==> src/rtl/sppf_pkg.sv <==
// Shared types and encodings for the SPPF stage sequencer.
package sppf_pkg;

  typedef enum logic [2:0] {
    IDLE  = 3'd0,
    CV1   = 3'd1,
    POOL1 = 3'd2,
    POOL2 = 3'd3,
    POOL3 = 3'd4,
    CV2   = 3'd5,
    ERR   = 3'd6
  } sppf_state_e;

  localparam logic [1:0] SLOT_CV1 = 2'd0;
  localparam logic [1:0] SLOT_Y1  = 2'd1;
  localparam logic [1:0] SLOT_Y2  = 2'd2;
  localparam logic [1:0] SLOT_Y3  = 2'd3;

  localparam logic [1:0] SRC_CV1 = 2'd0;
  localparam logic [1:0] SRC_Y1  = 2'd1;
  localparam logic [1:0] SRC_Y2  = 2'd2;

  // Buffer feeding the shared maxpool engine; a pure function of state so it
  // cannot move while a pool pass is running.
  function automatic logic [1:0] pool_src(input sppf_state_e s);
    case (s)
      POOL2:   return SRC_Y1;
      POOL3:   return SRC_Y2;
      default: return SRC_CV1;
    endcase
  endfunction

endpackage

==> src/rtl/sppf_seq_ctrl_stage_timer.sv <==
// Per-stage watchdog shared by all engine stages: counts cycles since stage entry.
module stage_timer #(
  parameter int LIMIT = 4096,
  parameter int W     = 16
) (
  input  logic clk,
  input  logic rst,
  input  logic clr,
  input  logic en,
  output logic expire
);

  localparam logic [W-1:0] LAST = W'(LIMIT - 1);

  logic [W-1:0] cnt;

  always_ff @(posedge clk) begin
    if (rst)
      cnt <= '0;
    else if (clr)
      cnt <= '0;
    else if (en && (cnt != '1))
      cnt <= cnt + W'(1);
  end

  // cnt is 0 in the first stage cycle, so this fires in the LIMIT-th cycle.
  assign expire = (LIMIT != 0) && en && (cnt == LAST);

endmodule

==> src/rtl/sppf_seq_ctrl.sv <==
// SPPF sequencer: cv1 -> pool x3 -> cv2 with concat-slot commits.
// Optional build macro SPPF_SEQ_PERF_EN adds the perf_cycles counter.
//
// state | meaning
// IDLE  | waiting for start
// CV1   | cv1 1x1 conv running
// POOL1 | maxpool pass 1 (src cv1_out)
// POOL2 | maxpool pass 2 (src y1)
// POOL3 | maxpool pass 3 (src y2)
// CV2   | cv2 1x1 conv running
// ERR   | stage timed out, waiting for abort
module sppf_seq_ctrl
  import sppf_pkg::*;
#(
  parameter int STAGE_TIMEOUT = 4096,
  parameter int CNT_W         = 16
) (
  input  logic       clk,
  input  logic       rst,
  input  logic       start,
  input  logic       abort,
  output logic       busy,
  output logic       done,
  output logic       err,
  output logic       cv1_start,
  input  logic       cv1_done,
  output logic       pool_start,
  input  logic       pool_done,
  output logic [1:0] pool_src_sel,
  output logic       cv2_start,
  input  logic       cv2_done,
  output logic       cat_wr_en,
  output logic [1:0] cat_slot
`ifdef SPPF_SEQ_PERF_EN
  , output logic [CNT_W-1:0] perf_cycles
`endif
);

  sppf_state_e state, state_nxt;

  logic       cv1_start_nxt, pool_start_nxt, cv2_start_nxt;
  logic       wr_nxt, done_nxt, err_nxt;
  logic [1:0] slot_nxt;
  logic       in_stage, first, stage_done, fin, accept, expire;

  assign in_stage = state inside {CV1, POOL1, POOL2, POOL3, CV2};
  // The start pulse marks the first stage cycle, where done is not yet trusted.
  assign first    = cv1_start | pool_start | cv2_start;
  assign accept   = (state == IDLE) && start && !abort;

  always_comb begin
    stage_done = 1'b0;
    case (state)
      CV1:                 stage_done = cv1_done;
      POOL1, POOL2, POOL3: stage_done = pool_done;
      CV2:                 stage_done = cv2_done;
      default:             stage_done = 1'b0;
    endcase
  end

  assign fin = in_stage && stage_done && !first && !abort;

  stage_timer #(
    .LIMIT (STAGE_TIMEOUT),
    .W     (CNT_W)
  ) u_timer (
    .clk    (clk),
    .rst    (rst),
    .clr    (fin || accept),
    .en     (in_stage),
    .expire (expire)
  );

  always_comb begin
    state_nxt      = state;
    cv1_start_nxt  = 1'b0;
    pool_start_nxt = 1'b0;
    cv2_start_nxt  = 1'b0;
    wr_nxt         = 1'b0;
    done_nxt       = 1'b0;
    slot_nxt       = SLOT_CV1;
    err_nxt        = err;
    case (state)
      IDLE: begin
        if (accept) begin
          state_nxt     = CV1;
          cv1_start_nxt = 1'b1;
          err_nxt       = 1'b0;
        end
      end
      ERR: begin
        if (abort) state_nxt = IDLE;
      end
      default: begin
        if (abort) begin
          state_nxt = IDLE;
        end else if (fin) begin
          wr_nxt = (state != CV2);
          case (state)
            CV1: begin
              state_nxt      = POOL1;
              pool_start_nxt = 1'b1;
              slot_nxt       = SLOT_CV1;
            end
            POOL1: begin
              state_nxt      = POOL2;
              pool_start_nxt = 1'b1;
              slot_nxt       = SLOT_Y1;
            end
            POOL2: begin
              state_nxt      = POOL3;
              pool_start_nxt = 1'b1;
              slot_nxt       = SLOT_Y2;
            end
            POOL3: begin
              state_nxt     = CV2;
              cv2_start_nxt = 1'b1;
              slot_nxt      = SLOT_Y3;
            end
            CV2: begin
              state_nxt = IDLE;
              done_nxt  = 1'b1;
            end
            default: state_nxt = IDLE;
          endcase
        end else if (expire) begin
          state_nxt = ERR;
          err_nxt   = 1'b1;
        end
      end
    endcase
  end

  always_ff @(posedge clk) begin
    if (rst) begin
      state      <= IDLE;
      cv1_start  <= 1'b0;
      pool_start <= 1'b0;
      cv2_start  <= 1'b0;
      cat_wr_en  <= 1'b0;
      cat_slot   <= SLOT_CV1;
      done       <= 1'b0;
      err        <= 1'b0;
    end else begin
      state      <= state_nxt;
      cv1_start  <= cv1_start_nxt;
      pool_start <= pool_start_nxt;
      cv2_start  <= cv2_start_nxt;
      cat_wr_en  <= wr_nxt;
      cat_slot   <= slot_nxt;
      done       <= done_nxt;
      err        <= err_nxt;
    end
  end

  assign busy         = (state != IDLE);
  assign pool_src_sel = pool_src(state);

`ifdef SPPF_SEQ_PERF_EN
  // Counts every busy cycle plus the done cycle, i.e. the full start-to-done latency.
  always_ff @(posedge clk) begin
    if (rst)
      perf_cycles <= '0;
    else if (accept)
      perf_cycles <= '0;
    else if ((busy || done) && (perf_cycles != '1))
      perf_cycles <= perf_cycles + CNT_W'(1);
  end
`endif

endmodule

==> config.mk <==
export PLATFORM = sky130hd
export DESIGN_NAME = sppf_seq_ctrl
export DESIGN_NICKNAME = d
export VERILOG_FILES = /design/src/rtl/sppf_pkg.sv /design/src/rtl/sppf_seq_ctrl_stage_timer.sv /design/src/rtl/sppf_seq_ctrl.sv
export SDC_FILE = /design/constraint.sdc
export NUM_CORES = 1
export LEC_CHECK = 0
export ABC_AREA = 0
export BUFFER_PORTS_ARGS = -buffer_cell sky130_fd_sc_hd__clkbuf_2
export CELL_PAD_IN_SITES_DETAIL_PLACEMENT = 0
export CELL_PAD_IN_SITES_GLOBAL_PLACEMENT = 2
export CORE_UTILIZATION = 37
export CTS_CLUSTER_SIZE = 14
export DETAILED_ROUTE_END_ITERATION = 10
export PLACE_DENSITY = 0.91
export SYNTH_ARGS = -nofsm -noshare
export SYNTH_HDL_FRONTEND = slang
export SYNTH_SLANG_ARGS = --single-unit
==> constraint.sdc <==
create_clock -name clk -period 4.15 [get_ports clk]
set_input_delay 0.415 -clock clk [delete_from_list [all_inputs] [get_ports clk]]
set_output_delay 0.415 -clock clk [all_outputs]
set_load 0.005 [all_outputs]
**After elaboration in Yosys (flattened, before gate mapping)**

Index checks and enable logic that the tools add are counted.

- Add/sub/neg operators: 1
- Muxes and demuxes: 19
- Equality and inequality tests: 13
- Bitwise gates (word level): 5
- Reductions and logical operators: 22

Operator list:

| operator | count |
|---|---|
| $add A16 B1 Y16 const B | 1 |
| $eq A16 B12 Y1 const B | 1 |
| $ne A16 B16 Y1 const B | 1 |
| $mux W3 | 5 |
| $pmux W3 S4 | 1 |
| $eq A3 B3 Y1 const B | 3 |
| $mux W1 | 8 |
| $logic_and A1 B1 Y1 | 7 |
| $eq A3 B2 Y1 const B | 2 |
| $pmux W2 S3 | 1 |
| $pmux W3 S2 | 1 |
| $reduce_or A3 Y1 | 2 |
| $reduce_and A5 Y1 | 1 |
| $reduce_bool A5 Y1 | 1 |
| $reduce_or A5 Y1 | 1 |
| $ne A2 B1 Y1 const B | 2 |
| $ne A2 B2 Y1 const B | 2 |
| $pmux W2 S2 | 1 |
| $reduce_bool A4 Y1 | 1 |
| $reduce_or A2 Y1 | 2 |
| $eq A3 B1 Y1 const B | 1 |
| $logic_not A3 Y1 | 1 |
| $ne A3 B3 Y1 const B | 1 |
| $not A1 Y1 | 3 |
| other kinds (8) | 10 |

- Bits in registers: 27
- Word-level logic and storage cells: 69
- Output and inout port bits: 11
- Input port bits: 7

**Depth between registers and ports, before layout**

- Depth after elaboration: 9
- Gate-level depth with buffers: 7
- Mapped depth without buffers: 6

**Hierarchy**

From an unflattened synthesis, not the netlist that was laid out.

- Cell total of the unflattened synthesis: 176
- Area total of the unflattened synthesis: 1506.4 um^2

Modules (own cells, without submodules):

| module | cells each | seq. area each (um^2) | area each (um^2) | times used |
|---|---|---|---|---|
| stage_timer | 108 | 320.3 | 955.9 | 1 |
| sppf_seq_ctrl | 68 | 220.2 | 550.5 | 1 |

**Least setup slack after synthesis**

Ideal clock, no wire load.

- Path kind: reg-to-reg
- Start point: reg u_timer.cnt[0]
- End point: reg u_timer.cnt[1]
- Cell stages (with the launch flop): 7
- Path buffers: 0
- Setup time: 0.132 ns
- Arrival: 1.614 ns
- Clock period less this slack: 1.745 ns
- Slack: 2.405 ns
- Data required time: 4.018 ns
- Cell sequence: dfxtp_1 -> ha_1 -> nand3_1 -> nor4_2 -> a21oi_1 -> mux2i_1 -> nor3_1

- Word-level cells in the longest chain between the ends: 2
- Elaborated cells on any way between the ends: 3
- Classes of those cells: 1 x add/sub; 1 x eq/ne; 1 x reduce/logical

Ends and longest elaborated chain:

| item | line | source |
|---|---|---|
| start: declaration | sppf_seq_ctrl_stage_timer.sv:15 | `logic [W-1:0] cnt;` |
| start signal: assignment | sppf_seq_ctrl_stage_timer.sv:23 | `cnt <= cnt + W'(1);` |
| branches (longest 2 deep; another with $add A16 B1 Y16) | - |  |

Parallel ways; which one is timed is not known.
A chain may end at the register's enable or synchronous reset.

**Worst setup path in the final report**

- Start point: reg state[2]
- End point: reg u_timer.cnt[12]

- Word-level cells in the longest chain between the ends: 8
- Elaborated cells on any way between the ends: 17
- Classes of those cells: 5 x eq/ne; 1 x mux; 11 x reduce/logical

Ends and longest elaborated chain:

| item | line | source |
|---|---|---|
| start: declaration | sppf_seq_ctrl.sv:39 | `sppf_state_e state, state_nxt;` |
| start signal: assignment | sppf_seq_ctrl.sv:145 | `state <= state_nxt;` |
| $eq A3 B2 Y1 / $eq A3 B3 Y1 (equally long branches) | sppf_seq_ctrl.sv:46, sppf_seq_ctrl.sv:53 |  |
| $reduce_or A3 Y1 | sppf_seq_ctrl.sv:53 | `case (state)` |
| $pmux W1 S3 | sppf_seq_ctrl.sv:53 |  |
| $logic_and A1 B1 Y1 (3 in series) | sppf_seq_ctrl.sv:61 | `assign fin = in_stage && stage_done && !first && !abort;` |
| $logic_or A1 B1 Y1 | sppf_seq_ctrl.sv:69 | `.clr (fin \|\| accept),` |
| $reduce_or A2 Y1 (no line) | - |  |

Several ways; a longest one is shown, not always the timed one.

==> run_results.csv <==
group,metric,value,unit
yosys,yosys.cell_types.count,44,
worst_setup_path,crit_slowest_cell,"a21oi_2",
floorplanning,die_w,65.2,um
floorplanning,num_rows,22,
yosys,synth_compound_area_share,13.9,%
yosys,synth_top_family_by_area,"simple AND/OR/NAND/NOR gates",
power_and_ir_drop,internal_power,347,uW
power_and_ir_drop,power_frac_clock,33.1,%
global_routing,antenna_found_initial,0,
layout,antennaDiodeCount,0,
global_routing,gr-total-overflow,0,
layout,postLayoutCoreUtil,43.7,%
placed_design,dp_hpwl,2420,um
cts,htreeDepth,1,
floorplanning,start_util,39.4,%
cts,insertion_delay,0.27,ns
global_routing,grt_max_degree,22,
yosys,avgSynthCellArea,8.53,sq um
sta,slew_headroom,49.7,%
cts,clkSinkCount,27,
power_and_ir_drop,finalPower,462,uW
power_and_ir_drop,powerDensity,283,mW/mm^2
global_routing,grt_use_total,16.5,%
worst_setup_path,crit_fanout,16,
yosys,synth-simple-area-share,33.3,%
yosys,yosysMostFrequentCell,"dfxtp_1",
layout,drive_gt1_share,16.6,%
yosys,syn_nets,181,
placed_design,place_congestion,0.846,
cts,cts-buffers-inserted,3,
detailed_routing,wl,3210,um
power_and_ir_drop,vdd_drop_max,150,uV
sta,hold_slack,0.442,ns
sta,setup_violations,0,
yosys,synth_edf_count,0,
global_routing,grt_pass1_vias,1210,
yosys,synthesis.area,0.00148,sq mm
worst_setup_path,arrival,2.34,ns
floorplanning,die_area,0.00425,sq mm
layout,fillers,387,
power_and_ir_drop,p_sw_share,25.0,%
cts,clk_pin_slew_worst_paths,0.10,ns
cts,post_cts_buffers,0,
detailed_routing,via_per_inst,5.53,
cts,cts_tree,"yes",
sta,finalSetupTns,0,ns
floorplanning,die_h,65.2,um
global_routing,grt_pass1_wl,5420,um
yosys,yosysWarnings,0,
sta,slew_viol_final,0,
layout,synthToLayoutAreaGrowth,10.8,%
yosys,synthAdderAreaFrac,0.847,%
cts,cts-root-buf,"clkbuf_8",
power_and_ir_drop,p_sw,115,uW
placed_design,portBuffers,17,
worst_setup_path,critPathRequiredTime,4.29,ns
yosys,synthTopCellsByCount,"27 x dfxtp_1, 21 x nor3_1, 14 x nand2_1",
power_and_ir_drop,power_frac_seq,57.6,%
power_and_ir_drop,leakagePower,0.563,nW
detailed_routing,drc,0,
detailed_routing,vias,1299,
sta,timing.fmax,453,MHz
worst_hold_path,hold_path.class,"input port to flop",
yosys,synth_top_flop_cell,"dfxtp_1",
sta,hold_violations,0,
yosys,post-synth-top-area-cell,"dfxtp_1",
cts,post_cts_resized,0,
layout,nNetsFinal,196,
yosys,synth_area_leaders,"dfxtp_1 37%, xnor2_1 7.7%, nor3_1 7.1%, nand2_1 3.6%, nand3_1 3.1%",
detailed_routing,wl_per_cell,13.7,um
yosys,async_flop_share,0,%
power_and_ir_drop,pwr-share-comb,9.3,%
sta,worst_pin_slew,0.754,ns
yosys,ys_seq_area_share,36.6,%
worst_setup_path,crit_path_end_kind,"flop",
worst_setup_path,crit_path_start_kind,"flop",
sta,rsz0062_at_grt,"false",
worst_setup_path,crit_type,"flop to flop",
sta,fin_crit_sh,53.2,%
floorplanning,core-area,0.00374,sq mm
cts,cts_buffer_depth,2,
yosys,synth-seq-cells,27,
job,maxCapViolations,0,
worst_setup_path,cp_cell_sequence,"mux2i_1 > nor3b_1 > o21ai_0 > a21oi_2 > nor4_1",
worst_setup_path,critPathMaxStageDelay,0.67,ns
yosys,synthXorXnorAreaFrac,7.71,%
sta,fin_skew,0.00634,ns
detailed_routing,drt_iter0_drc,35,
floorplanning,io_pins,18,
sta,min_period,2.21,ns
outcome,status,"finished clean",
yosys,synth_top_area_share,36.6,%
yosys,synthMuxAreaShare,4.07,%
cts,cts_hold_buf,0,
detailed_routing,drtAntennaViolNets,0,
detailed_routing,firstDrtPassIters,4,
yosys,synthCells,173,
-- metrics by stage --
step                std cells  cell area [sq um]  setup WS, ns
floorplan                 173               1480          2.40
global placement          231               1590          1.97
detailed placement        231               1590          1.93
CTS                       235               1640          1.91
global route              235               1640          1.65
finish                    235               1640          1.94
-- cells in the final DEF (no fill, tap or decap), types with 3 or more instances in the layout --
master,n
dfxtp_1,27
nor3_1,21
clkbuf_2,17
nand2_1,14
xnor2_1,13
nor2_1,11
nand3_1,9
a21oi_1,8
inv_1,5
nor2b_1,4
o21ai_0,4
a211oi_1,4
mux2i_1,3
a31oi_1,3
nand4_1,3
and4_1,3
clkbuf_8,3
-- registers in the layout, summed over array words and instances (netlist names) --
name,flops
cat_slot,2
cat_wr_en,1
cv1_start,1
cv2_start,1
done,1
err,1
pool_start,1
state,3
u_timer.cnt,16
-- power groups by stage --
| stage | Sequential (mW) | Combinational (mW) | Clock (mW) |
|---|---|---|---|
| after floorplan | 0.269 | 0.0348 | 0 |
| after global placement | 0.272 | 0.0427 | 0 |
| after detailed placement | 0.272 | 0.0431 | 0 |
| after CTS | 0.266 | 0.0433 | 0.160 |
| after global routing | 0.267 | 0.0479 | 0.171 |
| final | 0.266 | 0.0431 | 0.153 |
-- cell families after synthesis --
logic type      after synthesis
compound gates               30
mux                           5
buf+inv                      12
fa+ha+maj                     1
simple gates                 85
xor+xnor                     13
flops                        27
-- worst paths after layout --
| check | endpoint | slack, ns | cells past startpoint | startpoint |
|---|---|---|---|---|
| setup / recovery | u_timer.cnt[12] | 1.94 | 5 | state[2] |
| hold / removal | cv1_start | 0.44 | 3 | start |
| setup reg to reg | u_timer.cnt[12] | 1.94 | 5 | state[2] |
| hold reg to reg | u_timer.cnt[11] | 0.55 | 2 | u_timer.cnt[11] |
-- layer usage --
layer,vias up,track usage [%],routed length (um)
met2,25,29.9,1580
li1,661,-,-
met1,611,19.9,1490
met3,2,2.26,126
met5,-,0,0
met4,0,4.89,18
-- critical path: cells and delay by family, from the launching register on --
family,cells,cell delay (ns)
AO/OA/AOI/OAI,2,0.89
flip-flops,1,0.59
AND/OR/NAND/NOR,2,0.42
multiplexers,1,0.16
-- cell type report --
class                   instances  area, sq um  area share [%]
clock buffers                   3         41.3            2.52
clock inverters                 1         7.51           0.459
inverters                       5         18.8            1.15
multi-input cells             134          883            54.0
flip-flops and latches         27          541            33.0
well taps                      48         60.1            3.67
repair buffers                 17         85.1            5.20
Power figures use the tool's default switching activity.
